[src/rtl/hazard_pkg.sv]
// hazard_pkg: shared forwarding-select codes, FSM states and bubble constant
// Config macro WB_BYPASS_EN: enables the retained-WB match (select FWD_WBRET).
package hazard_pkg;
  localparam logic [1:0] FWD_RF    = 2'b00;
  localparam logic [1:0] FWD_EXMEM = 2'b01;
  localparam logic [1:0] FWD_MEMWB = 2'b10;
  localparam logic [1:0] FWD_WBRET = 2'b11;
  typedef enum logic {RUN = 1'b0, HOLD = 1'b1} state_e;
  // {reg_write, mem_read} of an empty pipeline slot
  localparam logic [1:0] CTL_BUBBLE = 2'b00;
`ifdef WB_BYPASS_EN
  localparam logic WB_BYP = 1'b1;
`else
  localparam logic WB_BYP = 1'b0;
`endif
endpackage

[src/rtl/hazard_forward_ctrl_fwd_select.sv]
// fwd_select: per-operand forwarding select, nearest in-flight writer wins
// Ports: src/en = source index and read enable; {ex,mem,wb}_{rd,wr} = shadow dest and write flag; sel = select.
module fwd_select
  import hazard_pkg::*;
#(
  parameter int W = 5
) (
  input  logic [W-1:0] src,
  input  logic         en,
  input  logic [W-1:0] ex_rd,
  input  logic         ex_wr,
  input  logic [W-1:0] mem_rd,
  input  logic         mem_wr,
  input  logic [W-1:0] wb_rd,
  input  logic         wb_wr,
  output logic [1:0]   sel
);
  // src==0 short-circuits, so x0 never forwards
  always_comb
    sel = (!en || src == '0)           ? FWD_RF    :
          (ex_wr && ex_rd == src)      ? FWD_EXMEM :
          (mem_wr && mem_rd == src)    ? FWD_MEMWB :
          (WB_BYP && wb_wr && wb_rd == src) ? FWD_WBRET : FWD_RF;
endmodule

[src/rtl/hazard_forward_ctrl.sv]
// hazard_forward_ctrl: EX operand forwarding selects and load-use stall control
// Ports: clk, reset (sync, active-high); id_* = instruction in ID; flush = branch redirect;
//   stall = freeze PC and IF/ID; ex_fwd_a/ex_fwd_b/ex_alusrc = registered EX operand controls.
// Config macro WB_BYPASS_EN (see hazard_pkg) adds select 11 for the retiring WB write.
module hazard_forward_ctrl
  import hazard_pkg::*;
#(
  parameter int REG_ADDR_W = 5,
  parameter int LOAD_STALL = 1
) (
  input  logic                  clk,
  input  logic                  reset,
  input  logic                  id_valid,
  input  logic [REG_ADDR_W-1:0] id_rs1,
  input  logic [REG_ADDR_W-1:0] id_rs2,
  input  logic                  id_use_rs2,
  input  logic                  id_alusrc,
  input  logic [REG_ADDR_W-1:0] id_rd,
  input  logic                  id_reg_write,
  input  logic                  id_mem_read,
  input  logic                  flush,
  output logic                  stall,
  output logic [1:0]            ex_fwd_a,
  output logic [1:0]            ex_fwd_b,
  output logic                  ex_alusrc
);
  logic [REG_ADDR_W-1:0] ex_rd_q, ex_rd_d, mem_rd_q, wb_rd_q;
  logic ex_wr_q, ex_ld_q, ex_wr_d, ex_ld_d, mem_wr_q, wb_wr_q;
  logic [1:0] fwd_a_q, fwd_a_d, fwd_b_q, fwd_b_d, sel_a, sel_b, cnt_q, cnt_d;
  logic alusrc_q, alusrc_d, load_use, bubble;
  state_e state_q, state_d;
  fwd_select #(.W(REG_ADDR_W)) u_sel_a (
    .src(id_rs1), .en(1'b1), .ex_rd(ex_rd_q), .ex_wr(ex_wr_q), .mem_rd(mem_rd_q),
    .mem_wr(mem_wr_q), .wb_rd(wb_rd_q), .wb_wr(wb_wr_q), .sel(sel_a)
  );
  fwd_select #(.W(REG_ADDR_W)) u_sel_b (
    .src(id_rs2), .en(id_use_rs2), .ex_rd(ex_rd_q), .ex_wr(ex_wr_q), .mem_rd(mem_rd_q),
    .mem_wr(mem_wr_q), .wb_rd(wb_rd_q), .wb_wr(wb_wr_q), .sel(sel_b)
  );
  always_comb begin
    load_use = id_valid && ex_ld_q && ex_rd_q != '0 &&
               (ex_rd_q == id_rs1 || (id_use_rs2 && ex_rd_q == id_rs2));
    stall    = !flush && (state_q == HOLD || load_use);
    bubble   = stall || flush || !id_valid;
    state_d  = flush ? RUN :
               state_q == HOLD ? (cnt_q <= 2'd1 ? RUN : HOLD) :
               (load_use && LOAD_STALL > 1) ? HOLD : RUN;
    cnt_d    = flush ? 2'd0 :
               state_q == HOLD ? cnt_q - 2'd1 :
               load_use ? 2'(LOAD_STALL - 1) : 2'd0;
    ex_rd_d  = bubble ? '0 : id_rd;
    {ex_wr_d, ex_ld_d} = bubble ? CTL_BUBBLE : {id_reg_write, id_mem_read};
    fwd_a_d  = bubble ? FWD_RF : sel_a;
    fwd_b_d  = bubble ? FWD_RF : sel_b;
    alusrc_d = !bubble && id_alusrc;
  end
  always_ff @(posedge clk) begin
    if (reset) begin
      ex_rd_q  <= '0;
      mem_rd_q <= '0;
      wb_rd_q  <= '0;
      {ex_wr_q, ex_ld_q} <= CTL_BUBBLE;
      mem_wr_q <= 1'b0;
      wb_wr_q  <= 1'b0;
      fwd_a_q  <= FWD_RF;
      fwd_b_q  <= FWD_RF;
      alusrc_q <= 1'b0;
      state_q  <= RUN;
      cnt_q    <= 2'd0;
    end else begin
      ex_rd_q  <= ex_rd_d;
      mem_rd_q <= ex_rd_q;
      wb_rd_q  <= mem_rd_q;
      ex_wr_q  <= ex_wr_d;
      ex_ld_q  <= ex_ld_d;
      mem_wr_q <= ex_wr_q;
      wb_wr_q  <= mem_wr_q;
      fwd_a_q  <= fwd_a_d;
      fwd_b_q  <= fwd_b_d;
      alusrc_q <= alusrc_d;
      state_q  <= state_d;
      cnt_q    <= cnt_d;
    end
  end
  assign ex_fwd_a  = fwd_a_q;
  assign ex_fwd_b  = fwd_b_q;
  assign ex_alusrc = alusrc_q;
endmodule

[config.mk]
export PLATFORM = sky130hd
export DESIGN_NAME = hazard_forward_ctrl
export DESIGN_NICKNAME = d
export VERILOG_FILES = /design/src/rtl/hazard_pkg.sv /design/src/rtl/hazard_forward_ctrl_fwd_select.sv /design/src/rtl/hazard_forward_ctrl.sv
export SDC_FILE = /design/constraint.sdc
export NUM_CORES = 1
export LEC_CHECK = 0
export CORE_ASPECT_RATIO = 0.5
export CORE_UTILIZATION = 40
export DETAILED_ROUTE_END_ITERATION = 8
export PLACE_DENSITY = 0.74
export SYNTH_ARGS = -nofsm -noshare
export SYNTH_HDL_FRONTEND = slang
export SYNTH_HIERARCHICAL = 1
export SYNTH_SLANG_ARGS = --single-unit
[constraint.sdc]
create_clock -name clk -period 1.8 [get_ports clk]
set_clock_uncertainty 0.2 [all_clocks]
set_input_delay 0.27 -clock clk [delete_from_list [all_inputs] [get_ports clk]]
set_output_delay 0.27 -clock clk [all_outputs]
set_load 0.01 [all_outputs]
### Word-level counts from Yosys, hierarchy flattened

Cells that the tools add are included.
W data, S select, Z words.

* add/subtract/negate cells: 1
* order comparisons: 1
* equality and inequality tests: 4
* mux-type cells: 5
* bitwise logic cells: 1
* reductions and logical operators: 28

Operators by type and width (count)
* $eq A5 B5 Y1: 4
* $logic_and A1 B1 Y1: 10
* $logic_not A5 Y1: 2
* $reduce_or A3 Y1: 3
* $reduce_or A4 Y1: 2
* $logic_or A1 B1 Y1: 5
* $reduce_bool A5 Y1: 1
* $logic_not A1 Y1: 4
* $mux W2: 2
* $mux W1: 3
* $le A2 B1 Y1 const B: 1
* $reduce_or A2 Y1: 1
* $sub A2 B1 Y2 const B: 1
* $not A1 Y1: 1

* register bits after elaboration: 21
* bits of input ports: 23
* output and inout port bits: 6
* logic and storage cells: 52

### Logic depth before layout (Yosys ltp)

* depth in word-level cells: 10
* gate-level depth with buffers: 6
* gate-level depth less buffers: 6

### By module

The synthesis kept the hierarchy.

By module, submodules not included
* hazard_forward_ctrl: instances 1, cells an instance 98, area an instance 1017.2 µm²
* fwd_select: instances 2, cells an instance 18, area an instance 146.4 µm²

### Worst setup path after synthesis

OpenSTA, ideal clock, no wires.

* path kind: register to output
* start point: register ex_rd_q[0]
* end point: output stall
* arrival time: 1.123 ns
* data required time: 1.330 ns
* path slack: 0.207 ns
* cell stages (with the launch flop): 5
* path through: dfxtp_1 > xnor2_1 > nand3_1 > o22ai_2 > a32o_1

* cells in the longest elaborated chain, start to end: 6

Ends and longest elaborated chain
* start: declaration: line hazard_forward_ctrl.sv:27 `logic [REG_ADDR_W-1:0] ex_rd_q, ex_rd_d, mem_rd_q, wb_rd_q;`
* start signal: assignment: line hazard_forward_ctrl.sv:71 `ex_rd_q <= ex_rd_d;`
* $eq A5 B5 Y1: line hazard_forward_ctrl.sv:42 `(ex_rd_q == id_rs1 || (id_use_rs2 && ex_rd_q == id_rs2));`
* $logic_and A1 B1 Y1: line hazard_forward_ctrl.sv:42
* $logic_or A1 B1 Y1: line hazard_forward_ctrl.sv:42
* $logic_and A1 B1 Y1 (*): line hazard_forward_ctrl.sv:41 `load_use = id_valid && ex_ld_q && ex_rd_q != '0 &&`
* $logic_or A1 B1 Y1 (*): line hazard_forward_ctrl.sv:43 `stall = !flush && (state_q == HOLD || load_use);`
* $logic_and A1 B1 Y1 (*): line hazard_forward_ctrl.sv:43
* end: declaration: line hazard_forward_ctrl.sv:22 `output logic stall,`

Mark *: on every way between the ends. The rest lies on a longest branch, timed or not.

### Final worst setup path

* start point: register ex_rd_q[2]
* end point: output stall

The elaborated chain is that of the path after synthesis.

==> results.tsv <==
metric	value	unit
Fill cells	208	
status	complete, but fails checks	
vias in the first global route	1044	
clock-pin slew on the worst setup and hold paths	0.07	ns
first-pass GRT wire length	4650	µm
Met1 Routed Length	1480	µm
max-slew violation count	0	
DR WL met2	1460	µm
worst-case clock buffer depth	2	
die area	3110	µm²
RePlAce Congestion	0.897	
Avg Inst Size Synth	9.45	µm²
# setup viols final	1	
Final WS setup	-0.0866	ns
top sig layer	met4	
I/O Buffers	28	
Placement Setup Slack	-0.662	ns
Layout area overhead	56.7	%
failing checks	negative setup slack	
DR WL/cell	13.7	µm
Die Width	77.9	µm
Max FO, Critical Path	4	
critical path class	flop to primary output	
Final Cycle Share	105	%
maximum clock frequency	530	MHz
total global routing overflow	0	
syn nets	146	
Final Hold Viols	0	
Via Count	1042	
number of diodes	0	
synth warn	6	
post-route ant nets	0	
# IOs	29	
drc violations	0	
Cell Rows	13	
# Max-Cap Violations	0	
multi-input logic area	761	µm²
Startpoint Class	flop	
TritonCTS clock tree	yes	
CP Data Required Time	1.33	ns
min-delay worst type	flop to flop	
RSZ-0062 raised after global routing	yes	
Core Util, Final	67.7	%
FF/Latch Area	439	µm²
first-pass iteration count of the detailed router	4	
maximum vdd drop	0.340	mV
power density cells	542	nW/µm²
Final nets	208	
Syn Inst Count	122	
layout cells sized above 1	39.9	%
Global Route Usage Sum	20.5	%
post-DP HPWL	2220	µm
metal3 WL	81	µm
Initial DRC Count	44	
CP endpoint kind	primary output	
core area	2670	µm²
pin count of the biggest net entering global routing	13	
Worst EP arrival	1.42	ns
leakage	0.750	nW
# hold bufs at CTS	0	
initial antenna violation count	0	
Sink Count	21	
Via density	4.74	
synthesized cell area	1150	µm²
clk root buf	clkbuf_8	
Worst-Skew Late Latency	0.26	ns
CTS H-tree lvls	1	
Starting Density	43.2	%
final WL	3020	µm
Num CTS Buffers	3	
Die Y	40.0	µm
Final Critical Period	1.89	ns
cell usage in the layout (no fill, tap or decap), drive strengths merged, types with 2 or more instances in the layout:
master	n
buf	33
nor3	2
a21oi	12
nand2	16
nor2	5
dfxtp	21
o21ai	2
nor3b	2
dlygate4sd2	10
xor2	16
nand3	5
nor4	4
clkdlybuf4s50	17
xnor2	14
inv	2
or4	2
clkbuf	4
nor2b	6
and3	4
worst paths after layout:
check | start | to | slack [ns] | cells past startpoint
worst max-delay path | ex_rd_q[2]$_SDFF_PP0_ | stall | -0.09 | 5
worst min-delay path | cnt_q[0]$_SDFF_PP0_ | cnt_q[0]$_SDFF_PP0_ | 0.22 | 1
worst max register to register | ex_rd_q[2]$_SDFF_PP0_ | ex_rd_q[0]$_SDFF_PP0_ | 0.05 | 8
worst min register to register | cnt_q[0]$_SDFF_PP0_ | cnt_q[0]$_SDFF_PP0_ | 0.22 | 1
power breakdown:
part	leakage, nW	internal (mW)	total, mW	switching [mW]
clock	0.0228	0.157	0.298	0.141
sequential	0.174	0.466	0.476	0.00980
combinational	0.554	0.120	0.204	0.0834
total	0.750	0.744	0.978	0.234
area by class of cell:
| type | count | area share (%) |
|---|---|---|
| Clock buffer | 4 | 2.49 |
| Inverter | 2 | 0.416 |
| Multi-Input combinational cell | 96 | 42.1 |
| Sequential cell | 21 | 24.3 |
| Tap cell | 37 | 2.56 |
| Timing Repair Buffer | 60 | 28.1 |
registers in the layout (all words and copies together), names as in the netlist:
| name | count |
|---|---|
| ex_rd_q | 5 |
| ex_wr_q | 1 |
| ex_fwd_b | 2 |
| cnt_q | 2 |
| state_q | 1 |
| ex_fwd_a | 2 |
| mem_rd_q | 5 |
| ex_ld_q | 1 |
| mem_wr_q | 1 |
| ex_alusrc | 1 |
layer usage:
layer,vias up,GRT usage [%]
li1,533,-
met1,489,24.2
met2,17,42.0
met3,3,4.09
met4,0,2.31
met5,-,0
worst max-delay path, stage by stage, from the launching register on:
cell and delay, ns:
dfxtp_4 0.37, buf_6 0.13, nor3_2 0.16, nand2_1 0.10, a32o_1 0.26, buf_2 0.14
repair_timing:
action | 4_1_cts | 5_1_grt
setup endpoints to repair | 3 | 13
hold endpoints to repair | 0 | 0
resized for setup | 30 | 6
cloned | 0 | 1
buffers inserted | 10 | 0
pin swaps | 11 | 11
per-stage QoR:
step	setup TNS (ns)	cells	instance area, µm²	total power, mW	hold slack [ns]
2_1_floorplan	0	122	1150	0.561	0.142
3_3_place_gp	-2.40	207	1630	0.668	0.207
3_5_place_dp	-2.69	207	1630	0.673	0.213
4_1_cts	-0.0807	220	1780	0.976	0.222
5_1_grt	-0.150	220	1810	1.01	0.258
6_report	-0.0866	220	1810	0.978	0.221
Note: power is estimated with default switching activity, not from simulation.
